### config.mk
export PLATFORM = sky130hd
export DESIGN_NAME = dmem_access_unit
export DESIGN_NICKNAME = d
export VERILOG_FILES = /design/src/rtl/dmem_access_unit.sv
export SDC_FILE = /design/constraint.sdc
export NUM_CORES = 1
export LEC_CHECK = 0
export CAP_MARGIN = 20
export CORE_MARGIN = 3
export CORE_UTILIZATION = 45
export DETAILED_ROUTE_END_ITERATION = 7
export DONT_BUFFER_PORTS = 1
export GPL_TIMING_DRIVEN = 0
export HOLD_SLACK_MARGIN = 0.06
export SLEW_MARGIN = 20
export SYNTH_ARGS = -nofsm -noshare
export SYNTH_HDL_FRONTEND = slang
export SYNTH_SLANG_ARGS = --single-unit
export TNS_END_PERCENT = 20
### constraint.sdc
create_clock -name clk -period 3 [get_ports clk]
set_input_delay 0.6 -clock clk [delete_from_list [all_inputs] [get_ports clk]]
set_output_delay 0.6 -clock clk [all_outputs]
set_load 0.05 [all_outputs]
### src/rtl/dmem_access_unit.sv
// MEM-stage load/store unit: formats byte/half/word accesses for a word-wide SRAM and
// holds the pipeline in stall from the request cycle until mem_ready or timeout, then releases it for one DONE cycle.
module dmem_access_unit #(
   parameter int ADDR_W  = 32,
   parameter int MEM_AW  = 7,
   parameter int DATA_W  = 32,
   parameter int TIMEOUT = 15
) (
   input  logic              clk,
   input  logic              reset,
   input  logic              req_read,
   input  logic              req_write,
   input  logic [ADDR_W-1:0] addr,
   input  logic [DATA_W-1:0] wdata,
   input  logic [2:0]        funct3,
   output logic              stall,
   output logic [DATA_W-1:0] rdata,
   output logic              misalign,
   output logic              bus_err,
   output logic              mem_req,
   output logic              mem_we,
   output logic [MEM_AW-1:0] mem_addr,
   output logic [3:0]        mem_be,
   output logic [DATA_W-1:0] mem_wdata,
   input  logic [DATA_W-1:0] mem_rdata,
   input  logic              mem_ready
);

   localparam int CNT_W = $clog2(TIMEOUT + 1);

   typedef enum logic [1:0] {S_IDLE = 2'd0, S_WAIT = 2'd1, S_DONE = 2'd2} state_t;
   state_t r_state, w_next;

   logic              w_req, w_is_b, w_is_h, w_misalign, w_go, w_timeout;
   logic [3:0]        w_be;
   logic [DATA_W-1:0] w_wdata, w_load;
   logic [7:0]        w_byte;
   logic [15:0]       w_half;
   logic              w_unused_addr;

   logic              r_we, r_uns, r_is_b, r_is_h, r_bus_err;
   logic [1:0]        r_lane;
   logic [3:0]        r_be;
   logic [MEM_AW-1:0] r_addr;
   logic [DATA_W-1:0] r_wdata, r_rdata;
   logic [CNT_W-1:0]  r_cnt;

   assign w_req         = req_read | req_write;
   assign w_is_b        = (funct3[1:0] == 2'b00);
   assign w_is_h        = (funct3[1:0] == 2'b01);
   assign w_misalign    = w_is_h ? addr[0] : (!w_is_b && (addr[1:0] != 2'b00));
   assign w_go          = (r_state == S_IDLE) && w_req && !w_misalign;
   assign w_timeout     = (r_state == S_WAIT) && !mem_ready && (r_cnt == CNT_W'(TIMEOUT - 1));
   assign w_unused_addr = ^addr[ADDR_W-1:MEM_AW+2];

   // Undefined funct3 sizes fall through to word
   always_comb begin
      w_be    = 4'b1111;
      w_wdata = wdata;
      if (w_is_b) begin
         w_be    = 4'b0001 << addr[1:0];
         w_wdata = {4{wdata[7:0]}};
      end else if (w_is_h) begin
         w_be    = addr[1] ? 4'b1100 : 4'b0011;
         w_wdata = {2{wdata[15:0]}};
      end
   end

   assign w_byte = mem_rdata[{r_lane, 3'b000} +: 8];
   assign w_half = r_lane[1] ? mem_rdata[31:16] : mem_rdata[15:0];

   always_comb begin
      w_load = mem_rdata;
      if (r_is_b)
         w_load = {{(DATA_W-8){!r_uns & w_byte[7]}}, w_byte};
      else if (r_is_h)
         w_load = {{(DATA_W-16){!r_uns & w_half[15]}}, w_half};
   end

   always_ff @(posedge clk) begin
      if (reset) r_state <= S_IDLE;
      else       r_state <= w_next;
   end

   always_comb begin
      w_next = r_state;
      case (r_state)
         S_IDLE:  if (w_go) w_next = S_WAIT;
         S_WAIT:  if (mem_ready || w_timeout) w_next = S_DONE;
         S_DONE:  w_next = S_IDLE;
         default: w_next = S_IDLE;
      endcase
   end

   always_comb begin
      stall     = 1'b0;
      misalign  = 1'b0;
      mem_req   = 1'b0;
      mem_we    = 1'b0;
      mem_addr  = '0;
      mem_be    = '0;
      mem_wdata = '0;
      case (r_state)
         S_IDLE: begin
            misalign = w_req && w_misalign;
            if (w_go) begin
               stall     = 1'b1;
               mem_req   = 1'b1;
               mem_we    = req_write;
               mem_addr  = addr[MEM_AW+1:2];
               mem_be    = w_be;
               mem_wdata = w_wdata;
            end
         end
         S_WAIT: begin
            stall     = 1'b1;
            mem_req   = 1'b1;
            mem_we    = r_we;
            mem_addr  = r_addr;
            mem_be    = r_be;
            mem_wdata = r_wdata;
         end
         default: ;
      endcase
   end

   // Captured access keeps the SRAM interface stable for the whole WAIT phase
   always_ff @(posedge clk) begin
      if (reset) begin
         r_we      <= 1'b0;
         r_uns     <= 1'b0;
         r_is_b    <= 1'b0;
         r_is_h    <= 1'b0;
         r_lane    <= '0;
         r_be      <= '0;
         r_addr    <= '0;
         r_wdata   <= '0;
         r_rdata   <= '0;
         r_cnt     <= '0;
         r_bus_err <= 1'b0;
      end else begin
         r_bus_err <= w_timeout;
         if (w_go) begin
            r_we    <= req_write;
            r_uns   <= funct3[2];
            r_is_b  <= w_is_b;
            r_is_h  <= w_is_h;
            r_lane  <= addr[1:0];
            r_be    <= w_be;
            r_addr  <= addr[MEM_AW+1:2];
            r_wdata <= w_wdata;
            r_cnt   <= '0;
         end else if (r_state == S_WAIT && r_cnt != CNT_W'(TIMEOUT)) begin
            r_cnt <= r_cnt + CNT_W'(1);
         end
         if (r_state == S_WAIT) begin
            if (mem_ready) begin
               if (!r_we) r_rdata <= w_load;
            end else if (w_timeout) begin
               r_rdata <= '0;
            end
         end
      end
   end

   assign rdata   = r_rdata;
   assign bus_err = r_bus_err;

endmodule

## Yosys cells after proc, flatten, opt, wreduce, memory -nomap -nowiden

Index checks and enable logic that the tools add are counted.
W data, S select, Z words.

| word-level totals | value |
|---|---|
| bits of input ports | 104 |
| bits in latches | 0 |
| memories | 0 |
| RAM bits | 0 |
| register bits after elaboration | 88 |
| memory bits (read-only) | 0 |

| operators by class | value |
|---|---|
| shift operators | 2 |
| div/mod/pow operators | 0 |
| multiply operators | 0 |
| add/sub/neg operators | 1 |
| reduce and logical (&&, ||, !) cells | 19 |
| order comparisons | 0 |
| mux-type cells | 26 |
| equality and inequality tests | 7 |
| bitwise gates (word level) | 3 |

Operator list:

| cell | count |
|---|---|
| $mux W32 | 8 |
| $pmux W32 S2 | 1 |
| $shiftx A32 B6 Y8 | 1 |
| $mux W16 | 1 |
| $mux W4 | 4 |
| $pmux W7 S2 | 1 |
| $pmux W4 S2 | 1 |
| $logic_and A1 B1 Y1 | 7 |
| $mux W7 | 1 |
| $add A4 B1 Y4 const B | 1 |
| $eq A2 B1 Y1 const B | 2 |
| $eq A4 B4 Y1 const B | 1 |
| $logic_not A1 Y1 | 4 |
| $logic_not A2 Y1 | 2 |
| $mux W1 | 4 |
| $mux W2 | 2 |
| $ne A2 B2 Y1 const B | 2 |
| $ne A4 B4 Y1 const B | 1 |
| $pmux W1 S2 | 2 |
| $pmux W2 S2 | 1 |
| $reduce_bool A2 Y1 | 2 |
| $shl A1 B2 Y4 const A | 1 |
| $reduce_and A3 Y1 | 1 |
| $and A1 B1 Y1 | 2 |
| other kinds (5) | 5 |

## Longest topological paths before layout

Gate-level depths: netlist (run 1).

| depth | value |
|---|---|
| word-level depth | 8 |
| mapped depth | 7 |

## Worst setup path before layout (run 1)

Ideal clock, no wire load.

| path | value |
|---|---|
| path type | input to output |
| start | input funct3[0] |
| end | output mem_wdata[16] |
| path buffers | 2 |
| stages on the path | 5 |
| data required time | 2.400 ns |
| data arrival time | 2.506 ns |
| slack | -0.106 ns |
| path through | buf_2 > nor2_1 > o221ai_1 > clkbuf_1 > o21ai_0 |

| on the way | value |
|---|---|
| longest elaborated chain between the ends | 8 |

RTL lines:

| element | line | RTL |
|---|---|---|
| start: declaration | 15 | `input logic [2:0] funct3,` |
| $logic_not A2 Y1 | 49 | `assign w_is_b = (funct3[1:0] == 2'b00);` |
| $logic_not A1 Y1 | 51 | `assign w_misalign = w_is_h ? addr[0] : (!w_is_b && (addr[1:0] != 2'b00));` |
| $logic_and A1 B1 Y1 | 51 |  |
| $mux W1 | 51 |  |
| $logic_not A1 Y1 | 52 | `assign w_go = (r_state == S_IDLE) && w_req && !w_misalign;` |
| $logic_and A1 B1 Y1 | 52 |  |
| $mux W32 * | 106 | `if (w_go) begin` |
| $pmux W32 S2 * | 103 | `case (r_state)` |
| end: declaration | 24 | `output logic [DATA_W-1:0] mem_wdata,` |

Mark *: on every way between the ends. The rest lies on a longest branch, timed or not.

## Worst setup path in the final report (run 1)

| path | value |
|---|---|
| start | input funct3[0] |
| end | output mem_wdata[31] |

The elaborated chain is that of the path after synthesis.

==> flow_summary.json, run 1 <==
{
  "status": "completed",
  "ys_types": 43,
  "r2r_end": "rdata[15]",
  "startpoint_type": "input pin",
  "maxCapViolCount": 0,
  "finClkSkew_ns": 0.00518,
  "antennaDiodeCount": 0,
  "routed_via_density": 5.88,
  "dieArea_um2": 11600,
  "cts_buffers": 9,
  "power_density_nw_per_um2": 565,
  "p_clk_share_pct": 30.1,
  "syn_avg_cell_area_um2": 8.31,
  "setup_slack_ns": 0.104,
  "ios": 184,
  "endpoint_kind": "output pin",
  "gp_congestion": 0.858,
  "worst_slew_pin_slew_ns": 0.914,
  "synthToLayoutAreaGrowth_pct": 14.5,
  "holdCritPathClass": "in -> reg",
  "dr_total_vias": 4178,
  "p_comb_share_pct": 25.2,
  "r2r_slack_ns": 1.03,
  "netlist_area_um2": 4650,
  "cp.arrival_ns": 2.30,
  "reg2reg_from": "r_lane[1]",
  "cts_tree": "yes",
  "seq_power_share_pct": 44.7,
  "relSlewSlack_pct": 38.7,
  "min_period_ns": 2.90,
  "portBuffers": 0,
  "cp_data_required_time_ns": 2.40,
  "post-place-ws_ns": -0.379,
  "ir_drop_uv": 252,
  "root_buffer": "clkbuf_8",
  "ys_seq_area_share_pct": 37.9,
  "hold_violations": 0,
  "cts.sinks": 88,
  "layout.nets": 678,
  "grt_start_max_net_pins": 15,
  "antenna_found_initial": 0,
  "syn_nets": 666,
  "setup_tns_ns": 0,
  "dp.final_hpwl_mm": 10.5,
  "initialDrtViolationCount": 280,
  "overflow": 0,
  "synthCells": 560,
  "dr.pass1.iters": 5,
  "fp.dieH_um": 108,
  "swShare_pct": 36.5,
  "yosys_most_used_dff": "dfxtp_1",
  "cts.clk_slew.worst_paths_ns": 0.09,
  "setup_viol": 0,
  "maxSlewViolCount": 0,
  "clk_latency_ns": 0.38,
  "hold-path-cell-count": 1,
  "grt_first_pass_wirelength_mm": 22.0,
  "coreArea_um2": 9910,
  "drive_gt1_share_pct": 20.5,
  "ys_warn_count": 0,
  "holdPathEnd": "bus_err",
  "path_max_fanout": 10,
  "initial_core_util_pct": 46.9,
  "synth_edf_count": 0,
  "fmax_ghz": 0.345,
  "routedWlPerCell_um": 19.9,
  "rsz0062_at_grt": "true",
  "grt_pass1_vias": 4184,
  "async_flop_share_pct": 0,
  "htree_levels": 3,
  "min_from": "mem_ready",
  "post_cts_buffers": 0,
  "p_sw_w": 0.00110,
  "grtUsageTotal_pct": 24.6,
  "die_w_um": 108,
  "clock_path_buffers": 2,
  "post-route-drc-count": 0,
  "internal-power_w": 0.00191,
  "total_power_w": 0.00301,
  "synth-seq-cells": 88,
  "drtAntennaViolNets": 0,
  "worst_r2r_path_depth": 5,
  "p_leak_nw": 1.95,
  "fin_crit_sh_pct": 96.5,
  "criticalPathCategory": "in -> out",
  "placementRows": 36,
  "wl_mm": 14.2
}
cells by family after synthesis:
group                    count (synthesis)  share of synthesized area, %
AO/OA/AOI/OAI                          173                          26.4
XOR/XNOR                                 3                         0.565
adder cells (fa/ha/maj)                  2                         0.538
buffers and inverters                   58                          5.86
flip-flops                              88                          37.9
multiplexers                            39                          10.8
AND/OR/NAND/NOR                        197                          18.0
metrics by stage:
step | std cells | hold slack (ns) | util, % | cell area [µm²]
final | 710 | 0.295 | 53.8 | 5330
after floorplan | 560 | 0.437 | - | 4650
after detailed placement | 694 | 0.448 | 48.8 | 4830
after CTS | 710 | 0.281 | 53.1 | 5260
after global routing | 710 | 0.277 | 53.8 | 5330
after global placement | 693 | 0.441 | 48.6 | 4820
layout make-up:
| class | count | area [µm²] |
|---|---|---|
| well taps | 133 | 166 |
| multi-input cells | 414 | 2900 |
| clock inverters | 6 | 83.8 |
| plain buffers | 52 | 260 |
| repair buffers | 1 | 7.51 |
| fillers | 942 | 4580 |
| clock buffers | 10 | 128 |
| inverters | 6 | 22.5 |
| flip-flops and latches | 88 | 1760 |
power by group through the flow:
stage               registers [W]  clock network, W  logic (W)
finish                    0.00135          0.000905   0.000759
floorplan                 0.00136                 0   0.000588
global placement          0.00137                 0   0.000690
CTS                       0.00135          0.000927   0.000742
global route              0.00135          0.000970   0.000816
detailed placement        0.00137                 0   0.000702
per-layer routing:
| metal | up-vias | part of all wire [%] | GRT usage (%) |
|---|---|---|---|
| met1 | 1982 | 43 | 32.2 |
| li1 | 1999 | - | - |
| met4 | 0 | 2.3 | 9.38 |
| met5 | - | 0 | 0 |
| met3 | 25 | 8.3 | 7.14 |
| met2 | 172 | 46 | 38.3 |
worst max path at each step:
stage / from / depth (start not counted) / to
floorplan: funct3[0] / 5 / mem_wdata[16]
global placement: funct3[0] / 5 / mem_wdata[21]
detailed placement: funct3[0] / 6 / mem_addr[6]
CTS: r_state[0] / 5 / mem_wdata[21]
global route: r_state[0] / 6 / mem_wdata[3]
finish: funct3[0] / 7 / mem_wdata[31]
Yosys cell counts (all sizes together) (2+ instances only):
cell type	instances	share of area, %
o2bb2ai	24	7.7
a211oi	17	2.7
dfxtp	88	38
o21ai	29	3.1
mux2	8	1.9
nand2	157	13
a2111oi	2	0.38
inv	6	0.48
nor3b	2	0.32
nor3	6	0.65
mux4	8	3.9
and3	8	1.1
nor2	11	0.89
a31oi	2	0.27
a21oi	84	9.0
buf	23	3.0
ha	2	0.54
or3	2	0.27
nand3b	2	0.32
nor4	2	0.27
a22o	8	1.5
mux2i	23	4.9
clkbuf	29	2.3
xnor2	3	0.56
layout by cell type (no fill, tap or decap), drive strengths merged, types with 2 or more instances in the layout:
cell	count
dfxtp	88
nand3b	2
o21ai	29
a31oi	2
mux2	8
nor2	11
clkinv	4
clkbuf	40
nor3	6
mux2i	23
o2bb2ai	24
a211oi	17
ha	2
a22o	8
a2111oi	2
a21oi	84
mux4	8
nor4	2
nor3b	2
or3	2
nand2	157
and3	8
xnor2	3
buf	23
bufinv	2
inv	6
critical path: stages:
cell,delay (ns)
buf_2,0.15
nor2_1,0.27
o221a_2,0.26
buf_2,0.22
clkbuf_4,0.26
nand2_1,0.13
a21oi_4,0.40
flip-flops by register name (all words and copies together) (netlist names), 2 cells and up:
register and cells:
r_lane 2, r_be 4, r_wdata 32, r_addr 7, r_state 2, rdata 32, r_cnt 4
repair_timing:
action	4_1_cts	5_1_grt
resized for setup	41	18
pin swaps	0	1
endpoints found under the setup margin	31	40
hold buffers	0	0
gates cloned	0	0
Note: power is estimated with default switching activity, not from simulation.
==> inputs of run 2 (changes only) <==
- HOLD_SLACK_MARGIN: 0.06 -> 0.12
- SLEW_MARGIN: 20 -> 30
==> flow_summary.json, run 2 (synthesis results as in run 1) <==
{
  "hold_violations": 0,
  "gp_congestion": 0.858,
  "grt_start_max_net_pins": 17,
  "post-place-ws_ns": -0.303,
  "ctsHoldBuffers": 0,
  "cp.arrival_ns": 2.50,
  "clk_latency_ns": 0.37,
  "ir_drop_uv": 274,
  "layout_commonest_cell": "nand2_1",
  "fin_crit_sh_pct": 103,
  "cts_tree": "yes",
  "use_met1_pct": 32.4,
  "hold-path-cell-count": 1,
  "overflow": 0,
  "path_depth": 5,
  "rsz0062_at_grt": "true",
  "initialDrtViolationCount": 315,
  "holdCritPathClass": "in -> reg",
  "endpoint_kind": "output pin",
  "fp.dieH_um": 108,
  "wl_mm": 14.2,
  "stdcell_count": 709,
  "gr-usage-met3_pct": 6.00,
  "dp.cells": 693,
  "crit_family": "compound AO/OA/AOI/OAI gates",
  "grt-busiest-layer": "met2",
  "maxCapViolCount": 0,
  "coreArea_um2": 9910,
  "max_stage_delay_ns": 0.84,
  "cp_data_required_time_ns": 2.40,
  "holdWs_ns": 0.293,
  "grt_pass1_vias": 4056,
  "relSlewSlack_pct": 32.8,
  "dr.pass1.iters": 5,
  "root_buffer": "clkbuf_8",
  "fillers": 938,
  "path_max_fanout": 10,
  "startpoint_type": "input pin",
  "maxSlewViolCount": 0,
  "finClkSkew_ns": 0.0139,
  "min_period_ns": 3.10,
  "synthToLayoutAreaGrowth_pct": 13.5,
  "setup_viol": 7,
  "setup_slack_ns": -0.104,
  "cts.sinks": 88,
  "place_area_um2": 4890,
  "dr_total_vias": 4136,
  "worst_slew_pin_slew_ns": 1.00,
  "grt_first_pass_wirelength_mm": 21.9,
  "status": "finished, violations left",
  "grtUsageTotal_pct": 24.2,
  "cts.clk_slew.worst_paths_ns": 0.10,
  "dp.final_hpwl_mm": 10.6,
  "antennaDiodeCount": 0,
  "die_w_um": 108,
  "clock_path_buffers": 2,
  "final_area_um2": 5280,
  "fmax_ghz": 0.322,
  "placementRows": 36,
  "use_met2_pct": 37.7,
  "routed_via_density": 5.83,
  "htree_levels": 3,
  "path_cells": "buf_2 > nor2_1 > o221ai_1 > clkbuf_2 > o21ai_1",
  "dieArea_um2": 11600,
  "violations": "negative setup slack",
  "ios": 184,
  "criticalPathCategory": "in -> out",
  "worst_r2r_path_depth": 5,
  "path_buf_inv": 2,
  "cp_slowest_cell": "o21ai_1",
  "layout.nets": 677,
  "portBuffers": 0,
  "power_density_nw_per_um2": 560,
  "antenna_found_initial": 0,
  "routedWlPerCell_um": 20.0,
  "initial_core_util_pct": 46.9,
  "post-route-drc-count": 0,
  "post_cts_buffers": 0,
  "cts_buffers": 9,
  "drive_gt1_share_pct": 19.4,
  "p_leak_nw": 1.92,
  "mostFrequentLayoutCells": "156 x nand2_1, 88 x dfxtp_1, 61 x a21oi_1",
  "drtAntennaViolNets": 0,
  "total_power_w": 0.00296
}
==> run 2: cell types whose count changed in the layout (fill, tap and decap cells not counted), sizes merged <==
| cell | delta |
|---|---|
| buf | -1 |
| bufinv | -1 |
| clkbuf | -1 |
| clkinvlp | +2 |
| clkinv | -1 |
| inv | +1 |
==> run 2: metal layers <==
metal | up-vias | part of all wire [%]
met1 | 1967 | 44
met2 | 154 | 47
met3 | 24 | 7.5
li1 | 1991 | -
met4 | 0 | 2.2
met5 | - | 0
==> run 2: power breakdown <==
part	leakage [nW]	switching, W	internal, W
combinational	1.10	0.000550	0.000200
sequential	0.718	0.000105	0.00124
clock	0.0960	0.000471	0.000392
total	1.92	0.00113	0.00183
==> run 2: stage by stage <==
step / TNS (ns) / util, %
5_1_grt: -1.62 / 53.3
3_3_place_gp: -8.67 / 48.6
4_1_cts: -0.716 / 53.0
6_report: -0.524 / 53.3
3_5_place_dp: -3.47 / 49.3
2_1_floorplan: -0.741 / -
==> run 2: repair_timing <==
action	CTS	global route
endpoints found under the setup margin	28	40
pin swaps	0	1
resized for setup	26	7
==> run 2: layout make-up <==
| type | count | area [µm²] | share of cell area [%] |
|---|---|---|---|
| buffer | 52 | 258 | 4.88 |
| clock buffer | 9 | 124 | 2.35 |
| clock inverter | 7 | 80.1 | 1.52 |
| inverter | 6 | 22.5 | 0.427 |
| multi-input combinational | 414 | 2870 | 54.3 |
| sequential | 88 | 1760 | 33.4 |
| tap | 133 | 166 | 3.15 |
==> run 2: worst paths after layout <==
kind | start | to | slack, ns
setup reg to reg | r_lane[1] | rdata[15] | 1.00
setup / recovery | funct3[0] | mem_wdata[19] | -0.10
hold reg to reg | r_addr[4] | r_addr[4] | 0.46
hold / removal | mem_ready | bus_err | 0.29
